`src/rtl/alu_uart_pkg.sv`:
```
// alu_uart_pkg: default widths and host FSM state encoding shared with the ALU side.
package alu_uart_pkg;
  localparam int NB_DATA_DEF   = 8;
  localparam int NB_OPCODE_DEF = 6;
  typedef enum logic [2:0] {
    ST_IDLE,
    ST_SEND_OP,
    ST_SEND_A,
    ST_SEND_B,
    ST_WAIT_RSP,
    ST_RESP
  } state_t;
endpackage

```
`src/rtl/alu_uart_host.sv`:
```
// alu_uart_host: sends opcode/A/B over the UART TX FIFO and returns the ALU result byte
// from the RX FIFO, or a timeout response if nothing arrives in time.
module alu_uart_host
  import alu_uart_pkg::*;
#(
  parameter int NB_DATA        = NB_DATA_DEF,
  parameter int NB_OPCODE      = NB_OPCODE_DEF,
  parameter int TIMEOUT_CYCLES = 1000
) (
  input  logic                 i_clk,
  input  logic                 i_reset_n,
  input  logic                 i_cmd_valid,
  output logic                 o_cmd_ready,
  input  logic [NB_OPCODE-1:0] i_cmd_opcode,
  input  logic [NB_DATA-1:0]   i_cmd_op_a,
  input  logic [NB_DATA-1:0]   i_cmd_op_b,
  output logic                 o_fifo_tx_write,
  output logic [NB_DATA-1:0]   o_data_to_write,
  input  logic                 i_fifo_tx_full,
  output logic                 o_fifo_rx_read,
  input  logic [NB_DATA-1:0]   i_data_to_read,
  input  logic                 i_fifo_rx_empty,
  output logic                 o_rsp_valid,
  input  logic                 i_rsp_ready,
  output logic [NB_DATA-1:0]   o_rsp_data,
  output logic                 o_rsp_timeout,
  output logic                 o_busy
);
  localparam int CW = TIMEOUT_CYCLES > 1 ? $clog2(TIMEOUT_CYCLES) : 1;
  state_t               state, state_nx;
  logic [NB_OPCODE-1:0] opcode;
  logic [NB_DATA-1:0]   op_a, op_b;
  logic [CW-1:0]        cnt;
  logic                 accept, timeout_hit;
  // Ready is gated by reset so nothing can be handed over while the host is held in reset.
  assign o_cmd_ready     = i_reset_n && state == ST_IDLE;
  assign accept          = i_cmd_valid && o_cmd_ready;
  assign o_fifo_tx_write = state inside {ST_SEND_OP, ST_SEND_A, ST_SEND_B} && !i_fifo_tx_full;
  assign o_fifo_rx_read  = state == ST_WAIT_RSP && !i_fifo_rx_empty;
  assign timeout_hit     = TIMEOUT_CYCLES != 0 && state == ST_WAIT_RSP && i_fifo_rx_empty &&
                           cnt == CW'(TIMEOUT_CYCLES - 1);
  assign o_data_to_write = state == ST_SEND_OP ? NB_DATA'(opcode) :
                           state == ST_SEND_A  ? op_a :
                           state == ST_SEND_B  ? op_b : '0;
  assign o_rsp_valid     = state == ST_RESP;
  assign o_busy          = state != ST_IDLE;
  always_comb begin
    state_nx = ST_IDLE;
    case (state)
      ST_IDLE:     state_nx = accept ? ST_SEND_OP : ST_IDLE;
      ST_SEND_OP:  state_nx = o_fifo_tx_write ? ST_SEND_A : ST_SEND_OP;
      ST_SEND_A:   state_nx = o_fifo_tx_write ? ST_SEND_B : ST_SEND_A;
      ST_SEND_B:   state_nx = o_fifo_tx_write ? ST_WAIT_RSP : ST_SEND_B;
      ST_WAIT_RSP: state_nx = (o_fifo_rx_read || timeout_hit) ? ST_RESP : ST_WAIT_RSP;
      ST_RESP:     state_nx = i_rsp_ready ? ST_IDLE : ST_RESP;
      default:     state_nx = ST_IDLE;
    endcase
  end
  always_ff @(posedge i_clk or negedge i_reset_n) begin
    if (!i_reset_n) begin
      state         <= ST_IDLE;
      opcode        <= '0;
      op_a          <= '0;
      op_b          <= '0;
      cnt           <= '0;
      o_rsp_data    <= '0;
      o_rsp_timeout <= 1'b0;
    end else begin
      state <= state_nx;
      if (accept) begin
        opcode <= i_cmd_opcode;
        op_a   <= i_cmd_op_a;
        op_b   <= i_cmd_op_b;
      end
      // Held at zero outside WAIT_RSP, so it is already clear on entry.
      if (state != ST_WAIT_RSP) cnt <= '0;
      else if (i_fifo_rx_empty) cnt <= cnt + 1'b1;
      if (o_fifo_rx_read) begin
        o_rsp_data    <= i_data_to_read;
        o_rsp_timeout <= 1'b0;
      end else if (timeout_hit) begin
        o_rsp_data    <= '0;
        o_rsp_timeout <= 1'b1;
      end
    end
  end
endmodule

```
`config.mk`:
```
export PLATFORM = sky130hd
export DESIGN_NAME = alu_uart_host
export DESIGN_NICKNAME = d
export VERILOG_FILES = /design/src/rtl/alu_uart_pkg.sv /design/src/rtl/alu_uart_host.sv
export SDC_FILE = /design/constraint.sdc
export NUM_CORES = 1
export LEC_CHECK = 0
export CORE_ASPECT_RATIO = 1.1
export CORE_MARGIN = 2
export CORE_UTILIZATION = 52
export DETAILED_ROUTE_END_ITERATION = 8
export MAX_ROUTING_LAYER = met4
export PLACE_DENSITY = 0.85
export SLEW_MARGIN = 0
export SYNTH_ARGS = -nofsm -noshare
export SYNTH_HDL_FRONTEND = slang
export SYNTH_SLANG_ARGS = --single-unit
```
`constraint.sdc`:
```
create_clock -name i_clk -period 2.6 [get_ports i_clk]
set_input_delay 0.52 -clock i_clk [delete_from_list [all_inputs] [get_ports i_clk]]
set_output_delay 0.52 -clock i_clk [all_outputs]
set_load 0.05 [all_outputs]
```
==> run_results.csv, run 1 <==
group,metric,value,unit
drt,drtIter0Drc,217,
cells_and_area,layout.nets,287,
power_and_ir_drop,clkPwrFrac,16.1,%
sta,setup_viol,0,
synthesis,yosys.area_share.simple,14.3,%
sta,hold_slack,328,ps
clocking,htree_levels,2,
synthesis,synthArstFlopShare,100,%
synthesis,synth_compound_area_share,11.5,%
power_and_ir_drop,p_seq_share,30.8,%
die,pin_count,58,
power_and_ir_drop,swShare,40.3,%
drt,firstDrtPassIters,4,
synthesis,synth_xor_area_share,1.61,%
sta,fin_worst_skew,10.2,ps
outcome,status,"finished clean",
sta,tightestPinTransition,561,ps
synthesis,synth_seq_area_share,50.7,%
synthesis,synth-edff-count,0,
power_and_ir_drop,combPwrFrac,53.1,%
clocking,clock_sinks,44,
cells_and_area,synthToLayoutAreaGrowth,37.6,%
setup_path,r2r_start,"state[0]",
power_and_ir_drop,cellInternalPower,2.10,mW
synthesis,synth_seq_cells,44,
setup_path,crit_fanout,10,
synthesis,synth-main-ff-cell,"dfrtp_1",
drt,drc,0,
die,die_w,65.6,microns
global_routing,grt_pass1_vias,1733,
drt,num_vias,1677,
die,die-area,4710,sq um
power_and_ir_drop,peakVddDrop,0.000976,V
sta,slew_headroom,62.6,%
synthesis,avgSynthCellArea,11.3,sq um
clocking,postCtsSetupBuffers,0,
cells_and_area,fin_area,2990,sq um
placed_design,placed_cell_area,2860,sq um
sta,hold_violations,0,
synthesis,synthAdderAreaFrac,0.577,%
sta,grt_setup_unrepaired,"no",
drt,avgRoutedWirePerCell,15.5,microns
synthesis,synthesis.nets,229,
power_and_ir_drop,p_leak,1.27,nW
cells_and_area,n_antenna_cell,0,
drt,via_per_inst,5.53,
sta,tns,0,ps
global_routing,grt_pass1_wl,8.02,mm
worst_hold_path,hold_class,"input pin to asynchronous set/reset pin",
global_routing,grt_usage,23.1,%
sta,slew_viol_final,0,
cells_and_area,multiInputGateArea,970,sq um
cells_and_area,fill_cells,279,
synthesis,yosys_warnings,0,
synthesis,synth_top_area_share,50.7,%
setup_path,crit_type,"flip-flop to output pin",
die,coreArea,3990,sq um
die,rows,24,
global_routing,overflow,0,
clocking,clock_path_buffers,2,
die,start_util,54.3,%
setup_path,r2r_cells,4,
clocking,cts_root_buffer,"clkbuf_8",
synthesis,syn_area,2170,sq um
global_routing,grt_max_degree,45,
clocking,clk-insertion-delay-late,300,ps
synthesis,yosys-top-cells-area,"dfrtp_1 (51%), mux2_1 (14%), a22oi_1 (4.8%), nor2_1 (2.8%), nand2_1 (2.1%)",
placed_design,dpl.hpwl,3.29,mm
drt,wirelength,4.70,mm
cells_and_area,layout-drive-gt1-share,15.1,%
clocking,cts_repair_resize_count,0,
sta,clock.fmax,408,MHz
setup_path,critPathRequiredTime,2080,ps
global_routing,grt_antenna_before_repair,0,
sta,fin_crit,2450,ps
setup_path,arrival,1930,ps
cells_and_area,seq_area,1100,sq um
setup_path,critPathCaptureType,"output pin",
placed_design,gp_congestion,0.847,
clocking,cts_tree,"built",
synthesis,syn-instance-count,192,
setup_path,r2r_end,"o_rsp_timeout",
power_and_ir_drop,p_per_area,1180,nW/um^2
flow_run,maxCapViolations,0,
synthesis,synth_top_family_by_area,"multiplexers",
sta,fin_crit_sh,94.2,%
clocking,ctsHoldBuffers,0,
synthesis,yosys.area.top_type,"dfrtp_1",
setup_path,setup.worst_path.start_class,"flip-flop",
synthesis,ys_types,41,
power_and_ir_drop,power_switching,1.42,mW
placed_design,portBuffers,57,
synthesis,muxShareOfSynthArea,16.4,%
setup_path,ff2ff_setup_slack,790,ps
clocking,cts.reportedPaths.clkPinSlew,90,ps
drt,ant_nets,0,
die,fp.dieH,71.7,microns
clocking,cts_buffers,5,
per-layer routing:
| layer | vias up | track usage, % | wire, microns |
|---|---|---|---|
| li1 | 801 | - | - |
| met2 | 64 | 36.5 | 2330 |
| met4 | 0 | 7.64 | 78 |
| met5 | - | - | 0 |
| met3 | 8 | 6.75 | 328 |
| met1 | 804 | 28.5 | 1960 |
cells by family (layout without fill, tap and decap cells):
family	after synthesis	after routing
xor+xnor	4	4
buf+inv	19	78
mux	32	32
simple gates	55	55
compound gates	37	37
fa+ha+maj	1	1
flops	44	44
flip-flops by register name, summed over array words and instances (netlist names):
register / flops
opcode: 6
op_b: 8
cnt: 10
op_a: 8
o_rsp_data: 8
state: 3
o_rsp_timeout: 1
cell usage after synthesis, drive strengths merged, types with 2 or more instances:
cell type   n
and2        2
o21ai      10
o31ai       2
nor2b       2
nor4        2
nand2b      2
mux2       29
or2         2
mux2i       3
nand4       4
nor2       16
or4         2
nand3       3
a21oi       5
dfrtp      44
xor2        2
a22oi      14
buf        10
nand2      12
xnor2       2
or3         2
clkbuf      3
nor3        2
inv         6
worst max-delay path: stages, from the launching register on:
cell and delay [ps]:
dfrtp_1 590, buf_4 250, and2b_1 250, a22oi_1 130
nor2_1 230, buf_12 180
power by group through the flow:
stage                     Clock (mW)  Combinational, mW  Sequential, mW
final                          0.568               1.87            1.08
after global routing           0.614               1.99            1.11
after CTS                      0.574               1.89            1.08
after detailed placement           0               1.88            1.09
after global placement             0               1.85            1.08
after floorplan                    0               1.09            1.14
worst max path at each step:
stage                    start            endpoint  slack, ps  cells past startpoint
2_1_floorplan         state[1]  o_data_to_write[0]        430                      5
3_3_place_gp   i_fifo_rx_empty              cnt[9]        420                      5
3_5_place_dp   i_fifo_rx_empty              cnt[9]        390                      5
4_1_cts               state[1]  o_data_to_write[1]        150                      5
5_1_grt               state[1]  o_data_to_write[5]         70                      5
6_report              state[1]  o_data_to_write[1]        150                      5
through the flow:
stage | setup WS (ps) | power, mW | cells | util, %
2_1_floorplan | 433 | 2.24 | 192 | -
3_3_place_gp | 423 | 2.93 | 295 | 71.6
3_5_place_dp | 386 | 2.97 | 295 | 71.6
4_1_cts | 148 | 3.55 | 303 | 74.7
5_1_grt | 67.9 | 3.71 | 303 | 74.7
6_report | 150 | 3.52 | 303 | 74.7
final cells by class:
| cell class | instances | share of cell area (%) |
|---|---|---|
| inverter | 6 | 0.754 |
| clock buffer | 7 | 3.23 |
| sequential | 44 | 36.9 |
| timing repair buffer | 64 | 23.5 |
| clock inverter | 1 | 1.01 |
| tap | 52 | 2.18 |
| multi-input combinational | 129 | 32.5 |
placed cells by master, fill, tap and decap left out, types with 5 or more instances in the layout:
| cell type | netlist | final |
|---|---|---|
| mux2_1 | 27 | 27 |
| clkbuf_8 | 0 | 7 |
| nand2_1 | 12 | 12 |
| buf_12 | 0 | 9 |
| dfrtp_1 | 44 | 44 |
| buf_4 | 1 | 10 |
| nor2_1 | 16 | 16 |
| clkdlybuf4s50_1 | 0 | 44 |
| inv_1 | 6 | 6 |
| a22oi_1 | 14 | 14 |
| o21ai_1 | 8 | 8 |
| a21oi_1 | 5 | 5 |
(Power assumes the default switching activity.)
==> run 2: changes to the inputs <==
- SLEW_MARGIN: 0 -> default
==> results of run 2 <==
No change in the layout: final DEF, timing and power equal those of run 1.
